## src/rtl/libeth.sv

```systemverilog
// libeth: shared engine state encoding, command-entry layout and broadcast id
package libeth;

    localparam logic [7:0] BCASTPID = 8'hFF;

    typedef enum logic [2:0] {IDLE, CMD, DROP, ISSUE, WAIT, ACK} state_t;

    // desc carries the raw low 31 bits of the even word; buf/count/tid are sliced by the engine
    typedef struct packed {
        logic [29:0] addr;
        logic [30:0] desc;
    } cmd_t;

endpackage

```

## src/rtl/eth_dma_cmd_engine_if.sv

```systemverilog
// eth_dma_cmd_engine_if: rx word stream, DMA issue port and ack request port
interface eth_dma_cmd_engine_if #(
    parameter int BUFW = 10,
    parameter int TIDW = 6
);
    logic            rx_valid, rx_sop, rx_eop, rx_err, rx_iscmd;
    logic [31:0]     rx_data;
    logic [7:0]      rx_pid;
    logic [15:0]     rx_seq;
    logic            dma_valid, dma_ready, dma_done;
    logic [29:0]     dma_addr;
    logic [BUFW-1:0] dma_buf, dma_count;
    logic [TIDW-1:0] dma_tid;
    logic            ack_valid, ack_ready, ack_nack;
    logic [15:0]     ack_seq;

    modport master (
        input  rx_valid, rx_sop, rx_eop, rx_err, rx_iscmd, rx_data, rx_pid, rx_seq,
        input  dma_ready, dma_done, ack_ready,
        output dma_valid, dma_addr, dma_buf, dma_count, dma_tid,
        output ack_valid, ack_nack, ack_seq
    );

    modport slave (
        output rx_valid, rx_sop, rx_eop, rx_err, rx_iscmd, rx_data, rx_pid, rx_seq,
        output dma_ready, dma_done, ack_ready,
        input  dma_valid, dma_addr, dma_buf, dma_count, dma_tid,
        input  ack_valid, ack_nack, ack_seq
    );
endinterface

```

## src/rtl/eth_cmd_fifo.sv

```systemverilog
// eth_cmd_fifo: LUTRAM command FIFO with a registered head stage, flush, full and empty
module eth_cmd_fifo #(
    parameter int DEPTH = 16,
    parameter int W = 61
) (
    input  logic         clk,
    input  logic         reset_n,
    input  logic         push,
    input  logic         pop,
    input  logic         flush,
    input  logic [W-1:0] din,
    output logic [W-1:0] dout,
    output logic         valid,
    output logic         empty,
    output logic         full
);
    localparam int AW = $clog2(DEPTH);

    logic [W-1:0]  mem [DEPTH];
    logic [AW-1:0] wp, rp;
    logic [AW:0]   cnt;
    logic          ld, wr;

    // full counts the head register too, so total capacity is exactly DEPTH
    assign full  = (cnt + (AW+1)'(valid)) == (AW+1)'(DEPTH);
    assign empty = !valid && cnt == '0;
    assign wr    = push && !full;
    assign ld    = cnt != '0 && (!valid || pop);

    // storage array, no reset so it maps onto distributed RAM
    always_ff @(posedge clk)
        if (wr) mem[wp] <= din;

    // pointers and head register; the head refills from RAM whenever it is free or popped
    always_ff @(posedge clk or negedge reset_n) begin
        if (!reset_n) begin
            wp    <= '0;
            rp    <= '0;
            cnt   <= '0;
            valid <= 1'b0;
            dout  <= '0;
        end else if (flush) begin
            wp    <= '0;
            rp    <= '0;
            cnt   <= '0;
            valid <= 1'b0;
        end else begin
            if (wr) wp <= wp + AW'(1);
            if (ld) begin
                dout  <= mem[rp];
                rp    <= rp + AW'(1);
                valid <= 1'b1;
            end else if (pop) valid <= 1'b0;
            cnt <= cnt + (AW+1)'(wr) - (AW+1)'(ld);
        end
    end
endmodule

```

## src/rtl/eth_dma_cmd_engine.sv

```systemverilog
// eth_dma_cmd_engine: turns command packets into DMA issues and acks them; ETH_DMA_PARITY_EN adds even-word parity checking
module eth_dma_cmd_engine
    import libeth::*;
#(
    parameter int         FIFO_DEPTH = 16,
    parameter int         MAX_OUT    = 4,
    parameter int         BUFW       = 10,
    parameter int         TIDW       = 6,
    parameter logic [7:0] MYPID      = 8'h00
) (
    input  logic                 clk,
    input  logic                 reset_n,
    eth_dma_cmd_engine_if.master bus,
    output logic                 busy,
    output logic                 ovf_err,
    output logic                 done_err,
    output logic                 par_err
);
    localparam int             OW   = $clog2(MAX_OUT + 1);
    localparam logic [OW-1:0]  MAXO = OW'(MAX_OUT);

    state_t        state, nstate;
    logic          phase_odd, nack;
    logic [15:0]   tmp_seq, last_seq;
    logic [29:0]   addr_q;
    logic [OW-1:0] outst;
    cmd_t          head, din;
    logic          f_valid, f_empty, f_full;
    logic          hdr_ok, eop, push, par_bad, push_bad, bad_end, flush, acc;
    logic          unused_bits;

    assign hdr_ok   = bus.rx_valid && bus.rx_sop && bus.rx_iscmd && (bus.rx_pid == MYPID || bus.rx_pid == BCASTPID);
    assign eop      = bus.rx_valid && bus.rx_eop;
    assign push     = state == CMD && bus.rx_valid && !phase_odd;
    assign push_bad = (push && f_full) || par_bad;
    // phase_odd at the end word means the packet closes on an unpaired address
    assign bad_end  = bus.rx_err || phase_odd || nack || push_bad;
    assign flush    = state == CMD && eop && bad_end;
    assign acc      = bus.dma_valid && bus.dma_ready;
    assign din      = '{addr: addr_q, desc: bus.rx_data[30:0]};

    assign bus.dma_valid = state == ISSUE && f_valid && outst < MAXO;
    assign bus.dma_addr  = head.addr;
    assign bus.dma_buf   = head.desc[2*BUFW-1:BUFW];
    assign bus.dma_count = head.desc[BUFW-1:0];
    assign bus.dma_tid   = head.desc[2*BUFW +: TIDW];
    assign bus.ack_valid = state == ACK;
    assign bus.ack_nack  = state == ACK && nack;
    assign bus.ack_seq   = state == ACK ? last_seq : '0;
    assign busy          = state != IDLE;
    assign unused_bits   = ^{head.desc, bus.rx_data[31]};

`ifdef ETH_DMA_PARITY_EN
    assign par_bad = push && ^bus.rx_data;
    // parity failures stay flagged until reset
    always_ff @(posedge clk or negedge reset_n)
        if (!reset_n) par_err <= 1'b0;
        else if (par_bad) par_err <= 1'b1;
`else
    assign par_bad = 1'b0;
    assign par_err = 1'b0;
`endif

    eth_cmd_fifo #(.DEPTH(FIFO_DEPTH), .W($bits(cmd_t))) u_fifo (
        .clk(clk), .reset_n(reset_n), .push(push), .pop(acc), .flush(flush),
        .din(din), .dout(head), .valid(f_valid), .empty(f_empty), .full(f_full)
    );

    // state register
    always_ff @(posedge clk or negedge reset_n)
        if (!reset_n) state <= IDLE;
        else state <= nstate;

    // packet-level sequencing; stray sop outside IDLE is simply not looked at
    always_comb begin
        nstate = state;
        unique case (state)
            IDLE:  if (hdr_ok) nstate = bus.rx_seq == last_seq ? DROP : CMD;
            CMD:   if (eop) nstate = bad_end ? ACK : ISSUE;
            DROP:  if (eop) nstate = ACK;
            ISSUE: if (f_empty) nstate = WAIT;
            WAIT:  if (outst == '0) nstate = ACK;
            ACK:   if (bus.ack_ready) nstate = IDLE;
            default: nstate = IDLE;
        endcase
    end

    // packet bookkeeping, in-flight count and sticky errors
    always_ff @(posedge clk or negedge reset_n) begin
        if (!reset_n) begin
            phase_odd <= 1'b0;
            nack      <= 1'b0;
            tmp_seq   <= '0;
            last_seq  <= 16'hFFFF;
            addr_q    <= '0;
            outst     <= '0;
            ovf_err   <= 1'b0;
            done_err  <= 1'b0;
        end else begin
            if (state == IDLE && hdr_ok) begin
                tmp_seq   <= bus.rx_seq;
                phase_odd <= 1'b1;
            end
            if (state == CMD && bus.rx_valid) begin
                phase_odd <= !phase_odd;
                if (phase_odd) addr_q <= bus.rx_data[29:0];
            end
            if (push_bad) nack <= 1'b1;
            if (state == CMD && eop) begin
                if (bad_end) nack <= 1'b1;
                else last_seq <= tmp_seq;
            end
            if (state == DROP && eop) nack <= bus.rx_err;
            if (state == ACK && bus.ack_ready) nack <= 1'b0;
            if (push && f_full) ovf_err <= 1'b1;
            if (bus.dma_done && outst == '0) done_err <= 1'b1;
            if (acc && !bus.dma_done) outst <= outst + OW'(1);
            else if (bus.dma_done && !acc && outst != '0) outst <= outst - OW'(1);
        end
    end
endmodule

```

## src/flat_wrapper.sv

```systemverilog
// flat-port wrapper written by rule: the top's interface ports become plain ports
module eth_dma_cmd_engine_flat import libeth::*;
#(
    parameter int         FIFO_DEPTH = 16,
    parameter int         MAX_OUT    = 4,
    parameter int         BUFW       = 10,
    parameter int         TIDW       = 6,
    parameter logic [7:0] MYPID      = 8'h00
)
  (clk, reset_n, busy, ovf_err, done_err, par_err, bus_rx_valid, bus_rx_sop, bus_rx_eop, bus_rx_err, bus_rx_iscmd, bus_rx_data, bus_rx_pid, bus_rx_seq, bus_dma_ready, bus_dma_done, bus_ack_ready, bus_dma_valid, bus_dma_addr, bus_dma_buf, bus_dma_count, bus_dma_tid, bus_ack_valid, bus_ack_nack, bus_ack_seq);
  eth_dma_cmd_engine_if #(.BUFW(BUFW), .TIDW(TIDW)) bus_i ();
  input  logic clk;
  input  logic reset_n;
  output logic busy;
  output logic ovf_err;
  output logic done_err;
  output logic par_err;
  input wire logic [$bits(bus_i.rx_valid)-1:0] bus_rx_valid;
  input wire logic [$bits(bus_i.rx_sop)-1:0] bus_rx_sop;
  input wire logic [$bits(bus_i.rx_eop)-1:0] bus_rx_eop;
  input wire logic [$bits(bus_i.rx_err)-1:0] bus_rx_err;
  input wire logic [$bits(bus_i.rx_iscmd)-1:0] bus_rx_iscmd;
  input wire logic [$bits(bus_i.rx_data)-1:0] bus_rx_data;
  input wire logic [$bits(bus_i.rx_pid)-1:0] bus_rx_pid;
  input wire logic [$bits(bus_i.rx_seq)-1:0] bus_rx_seq;
  input wire logic [$bits(bus_i.dma_ready)-1:0] bus_dma_ready;
  input wire logic [$bits(bus_i.dma_done)-1:0] bus_dma_done;
  input wire logic [$bits(bus_i.ack_ready)-1:0] bus_ack_ready;
  output wire logic [$bits(bus_i.dma_valid)-1:0] bus_dma_valid;
  output wire logic [$bits(bus_i.dma_addr)-1:0] bus_dma_addr;
  output wire logic [$bits(bus_i.dma_buf)-1:0] bus_dma_buf;
  output wire logic [$bits(bus_i.dma_count)-1:0] bus_dma_count;
  output wire logic [$bits(bus_i.dma_tid)-1:0] bus_dma_tid;
  output wire logic [$bits(bus_i.ack_valid)-1:0] bus_ack_valid;
  output wire logic [$bits(bus_i.ack_nack)-1:0] bus_ack_nack;
  output wire logic [$bits(bus_i.ack_seq)-1:0] bus_ack_seq;
  assign bus_i.rx_valid = bus_rx_valid;
  assign bus_i.rx_sop = bus_rx_sop;
  assign bus_i.rx_eop = bus_rx_eop;
  assign bus_i.rx_err = bus_rx_err;
  assign bus_i.rx_iscmd = bus_rx_iscmd;
  assign bus_i.rx_data = bus_rx_data;
  assign bus_i.rx_pid = bus_rx_pid;
  assign bus_i.rx_seq = bus_rx_seq;
  assign bus_i.dma_ready = bus_dma_ready;
  assign bus_i.dma_done = bus_dma_done;
  assign bus_i.ack_ready = bus_ack_ready;
  assign bus_dma_valid = bus_i.dma_valid;
  assign bus_dma_addr = bus_i.dma_addr;
  assign bus_dma_buf = bus_i.dma_buf;
  assign bus_dma_count = bus_i.dma_count;
  assign bus_dma_tid = bus_i.dma_tid;
  assign bus_ack_valid = bus_i.ack_valid;
  assign bus_ack_nack = bus_i.ack_nack;
  assign bus_ack_seq = bus_i.ack_seq;
  eth_dma_cmd_engine #(.FIFO_DEPTH(FIFO_DEPTH), .MAX_OUT(MAX_OUT), .BUFW(BUFW), .TIDW(TIDW), .MYPID(MYPID)) u_core (.clk(clk), .reset_n(reset_n), .bus(bus_i), .busy(busy), .ovf_err(ovf_err), .done_err(done_err), .par_err(par_err));
endmodule
```

## config.mk

```make
export PLATFORM = sky130hd
export DESIGN_NAME = eth_dma_cmd_engine_flat
export DESIGN_NICKNAME = d
export VERILOG_FILES = /design/src/rtl/libeth.sv /design/src/rtl/eth_dma_cmd_engine_if.sv /design/src/rtl/eth_cmd_fifo.sv /design/src/rtl/eth_dma_cmd_engine.sv /design/src/flat_wrapper.sv
export SDC_FILE = /design/constraint.sdc
export NUM_CORES = 1
export LEC_CHECK = 0
export ABC_AREA = 1
export BUFFER_PORTS_ARGS = -buffer_cell sky130_fd_sc_hd__clkbuf_2
export CORE_MARGIN = 2
export CORE_UTILIZATION = 41
export CTS_BUF_LIST = sky130_fd_sc_hd__clkbuf_16
export CTS_CLUSTER_SIZE = 8
export DETAILED_ROUTE_END_ITERATION = 8
export GPL_TIMING_DRIVEN = 1
export MAX_ROUTING_LAYER = met4
export PLACE_DENSITY = 0.6
export SYNTH_ARGS = -nofsm -noshare
export SYNTH_HDL_FRONTEND = slang
export SYNTH_SLANG_ARGS = --single-unit
```

## constraint.sdc

```tcl
create_clock -name clk -period 6.5 [get_ports clk]
set_input_delay 0.975 -clock clk [delete_from_list [all_inputs] [get_ports clk]]
set_output_delay 0.975 -clock clk [all_outputs]
set_load 0.02 [all_outputs]
```

# Word level (Yosys, flattened, before mapping)
# Memory sizes are Yosys's and may differ from the RTL's. A register that Yosys moved wholly into a read port is not among the register bits.
# Index checks and enable logic that the tools add are counted.
totals:
  ff_bits: 86
  ram_bits: 976
  inputBits: 66
  out_inout_bits: 79
  elab_cells: 117
  n_memories: 1
memory_table:
  columns: ["name", "depth", "width", "read_ports", "rd_ports_with_merged_regs", "wr", "line", "rtl"]
  rows:
  - ["u_core.u_fifo.mem", 16, 61, 1, 1, 1, "eth_cmd_fifo.sv:19", "logic [W-1:0] mem [DEPTH];"]
op_classes:
  n_addsub: 7
  magnitude_cmp: 1
  n_eq_ne: 14
  muxes: 29
  bitwise_logic: 2
  reduce_logical: 50
op_table:
  columns: ["operator", "count"]
  rows:
  - ["$mux 3", 9]
  - ["$logic_and 1x1->1", 23]
  - ["$pmux 3 s6", 1]
  - ["$eq 16x16->1", 1]
  - ["$mux 16", 1]
  - ["$mux 4", 4]
  - ["$mux 1", 12]
  - ["$add 5x1->5", 2]
  - ["$ne 2x1->1 const B", 5]
  - ["$reduce_bool 3->1", 3]
  - ["$add 4x1->4 const B", 2]
  - ["$eq 8x8->1 const B", 1]
  - ["$logic_not 8->1", 1]
  - ["$reduce_bool 2->1", 4]
  - ["$eq 3x2->1 const B", 2]
  - ["$eq 3x3->1 const B", 2]
  - ["$logic_not 1->1", 6]
  - ["$logic_not 3->1", 2]
  - ["$reduce_and 2->1", 3]
  - ["$reduce_and 6->1", 1]
  - ["$eq 5x5->1 const B", 1]
  - ["$logic_not 5->1", 1]
  - ["$logic_or 1x1->1", 5]
  - ["$mux 5", 1]
  - ["other kinds (9)", 10]

# Logic depth before layout (Yosys ltp)
depth:
  depth_word: 9
  ltp_mapped: 19

# Hierarchy
# A second synthesis with hierarchy kept.
hier_totals:
  hier_cells: 4061
  area_unflattened_um2: 45518.7
by_module_without_submodules:
  columns: ["mod", "n_inst", "cells_each", "area_per_inst_um2", "seq_area_each_um2"]
  rows:
  - ["eth_cmd_fifo", 1, 3584, 41976.5, 31184.9]
  - ["eth_dma_cmd_engine", 1, 477, 3542.1, 1821.7]

# Worst setup path after synthesis
# OpenSTA, ideal clock, no wires.
synth_timing:
  path_kind: "input -> register"
  start: "input port bus_rx_valid"
  end: "memory u_core.u_fifo.mem[11][0], enable pin"
  setup_time_ps: 539
  t_arrival_ps: 5202
  t_required_ps: 5961
  path_slack_ps: 759
  stages: 4
  n_path_buf: 0
  path_cell_list: "nand4_1 -> nor2_2 -> nand2_1 -> nor3_1"
synth_between:
  elab_chain_cells: 5
synth_rtl:
  columns: ["item", "line", "rtl"]
  rows:
  - ["from (decl)", "flat_wrapper.sv:18", "input wire logic [$bits(bus_i.rx_valid)-1:0] bus_rx_valid;"]
  - ["$logic_and 1x1->1 (2 in a row)", "eth_dma_cmd_engine.sv:34", "assign push = state == CMD && bus.rx_valid && !phase_odd;"]
  - ["$logic_and 1x1->1", "eth_cmd_fifo.sv:27", "assign wr = push && !full;"]
  - ["$mux 1", "eth_cmd_fifo.sv:32", "if (wr) mem[wp] <= din;"]
  - ["$mux 1 (not written as such)", "eth_cmd_fifo.sv:32", null]
  - ["to (decl)", "eth_cmd_fifo.sv:19", null]
# No other way between the ends.

==> results.ini <==
[synth]
synth_cells = 3857
ys_ff_latch = 1038
synth_top_area_share_pct = 63.3
synth_area_leaders = edfxtp_1 63%, nor2_1 7.6%, dfrtp_1 7.4%, nand2_1 6.6%, nand3_1 4.8%
ys_seq_area_share_pct = 71.7
avgSynthCellArea_um2 = 11.0
yosysTopAreaCell = edfxtp_1
synth-warning-count = 0
synthesis.nets = 3940
synth_area_um2 = 42500
synth_cell_types = 35

[floorplan]
die-area_um2 = 106000
placeableCoreArea_um2 = 103000
initial_utilization_pct = 41.2
die_y_um = 326
ios = 145
fp.dieW_um = 326
rows = 118

[power_and_ir_drop]
vdd_drop_max_mv = 0.364
p_leak_uw = 0.0188
p_per_area_nw_per_um2 = 448

[critical_path]
worst-path-max-fanout = 196
reg2reg_slack_ps = 2670
crit_arrival_ps = 4490
reg2reg_to = u_core.u_fifo.dout[12]$_DFFE_PN0P_
required_ps = 7160
worstSetupEndpointType = register
critical_path_class = reg -> reg
reg2reg_depth = 10
r2r-start = u_core.u_fifo.rp[0]$_DFFE_PN0P_
worstSetupStartpointType = register

[cts]
clockRootBuffer = clkbuf_16
cts.sinks = 1038
insertion_delay_ps = 750
cts_setup_buffers = 0
cts_tree = yes
holdBufCountCts = 0
path_clk_slew_ps = 50
clock_path_buffers = 3
h-tree-depth = 4
cts_resized = 0
cts_buffers = 148

[routing]
firstDrtPassIters = 6
route.vias.total = 28100
first_iter_violations = 2803
vias_per_cell = 5.14
post_drt_wl_per_cell_um = 20.3
ant_nets = 0
routed_wl_mm = 111
drc_errors = 0

[global_routing]
grtUsageTotal_pct = 21.3
grt_max_degree = 197
gr-total-overflow = 0
antenna_found_initial = 1
grt_pass1_vias = 27000
grt_pass1_wl_mm = 166

[run]
maxCapViolations = 0

[sta]
finalCritPeriodShare_pct = 58.9
rsz0062_at_grt = no
slew_headroom_pct = 17.1
setup_tns_ps = 0
worst_slew_pin_slew_ps = 1240
clock_skew_ps = 41.6
hold_viol = 0
slew_viol_final = 0
fmax_ghz = 0.261
setup_viol = 0
min_period_ps = 3830

[place]
io_buffers = 141
dp_hpwl_mm = 53.8
gp_congestion = 0.758

[hold_path]
hold_class = in -> async

[run_status]
outcome = completed

[finish]
syn_to_final_growth_pct = 15.1
mostFrequentLayoutCell = edfxtp_1
drive_above_1_share_pct = 9.75
nets = 4051
final_util_pct = 47.4
most-common-layout-cells = 896 x edfxtp_1, 850 x nor2_1, 745 x nand2_1

## per-layer routing
layer,routed length [um],vias to the layer above,global-route usage (%)
met4,2820,0,7.01
met5,0,-,-
met3,6810,193,2.96
met2,52500,949,33.3
li1,-,13300,-
met1,48700,13600,28.8
## power breakdown
part           switching [uW]  total (uW)  internal, uW
Clock                    2910        7120          4210
Combinational            4070        5790          1720
Sequential                911        9010          8100
Total                    7890       21900         14000
## worst max-delay path by stage
stage	cells after the start	start	slack (ps)	end
after floorplan	4	bus_rx_valid	760	u_core.u_fifo.mem[11][0]$_DFFE_PP_
final	10	u_core.u_fifo.rp[0]$_DFFE_PN0P_	2670	u_core.u_fifo.dout[12]$_DFFE_PN0P_
after global routing	10	u_core.u_fifo.rp[0]$_DFFE_PN0P_	2520	u_core.u_fifo.dout[12]$_DFFE_PN0P_
after CTS	12	u_core.u_fifo.cnt[0]$_DFF_PN0_	2790	u_core.u_fifo.mem[10][50]$_DFFE_PP_
after detailed placement	8	bus_rx_valid	2480	u_core.u_fifo.mem[5][32]$_DFFE_PP_
after global placement	8	bus_rx_valid	2500	u_core.u_fifo.mem[5][49]$_DFFE_PP_
## cells by family after synthesis
kind of cell | after synthesis | share of synthesized area, %
fa+ha+maj | 17 | 0.535
simple gates | 2040 | 19.3
buf+inv | 372 | 3.81
other cells | 1 | 0.00882
flops | 1038 | 71.7
xor+xnor | 6 | 0.124
compound gates | 383 | 4.53
## metrics by stage
step	area (um2)	cells	worst slack [ps]	total power, uW	hold slack, ps
floorplan	42500	3857	759	12900	453
global placement	44500	5198	2500	14900	451
detailed placement	44500	5198	2480	14900	457
CTS	49000	5464	2790	22100	82.9
global route	49000	5465	2520	23100	101
finish	49000	5465	2670	21900	105
## worst max-delay path, stage by stage (launching register included)
cell     delay (ps)
dfrtp_4        1080
buf_12          700
buf_4           670
nor2_1          120
nor2_1          110
o21ai_0         100
nand3_1         130
nand3_1         110
nand2_1         170
nand3_1         130
nand2_1         120
## state kept, by name (all words and copies together), names as in the netlist
| name | flops |
|---|---|
| u_core.outst | 3 |
| u_core.u_fifo.cnt | 5 |
| u_core.tmp_seq | 16 |
| u_core.ovf_err | 1 |
| u_core.last_seq | 16 |
| u_core.phase_odd | 1 |
| u_core.u_fifo.valid | 1 |
| u_core.u_fifo.wp | 4 |
| u_core.u_fifo.rp | 4 |
| u_core.state | 3 |
| u_core.addr_q | 30 |
| u_core.u_fifo.mem | 896 |
| u_core.u_fifo.dout | 56 |
| u_core.nack | 1 |
| u_core.done_err | 1 |
## area by class of cell
cell class                      instances  area [um2]
Antenna cell                            1        2.50
Timing Repair Buffer                  179        1110
Inverter                              154         596
Sequential cell                      1038       30500
Clock inverter                        117         738
Multi-Input combinational cell       2447       10600
Clock buffer                          149        3730
Fill cell                            9217       54200
Tap cell                             1380        1730
## Yosys cell counts
cell,number
a21oi_1,5
nand3_2,2
xnor2_1,3
dfrtp_1,126
buf_1,30
nor4_1,1
conb_1,1
buf_2,82
nand2_1,745
inv_2,8
nor3_1,8
edfxtp_1,896
nand4_1,3
nor2_1,864
clkbuf_1,80
nand3_1,408
o2111ai_1,1
o21ai_0,371
buf_6,6
clkinv_1,1
buf_4,20
inv_1,145
dfstp_2,16
fa_1,2
nand2_2,3
a31o_2,1
xor2_1,3
o21ai_1,4
o22ai_1,1
and3_1,1
or2_2,1
ha_1,15
nor2_2,2
and2_1,1
nand2_4,1
(Power assumes the default switching activity.)
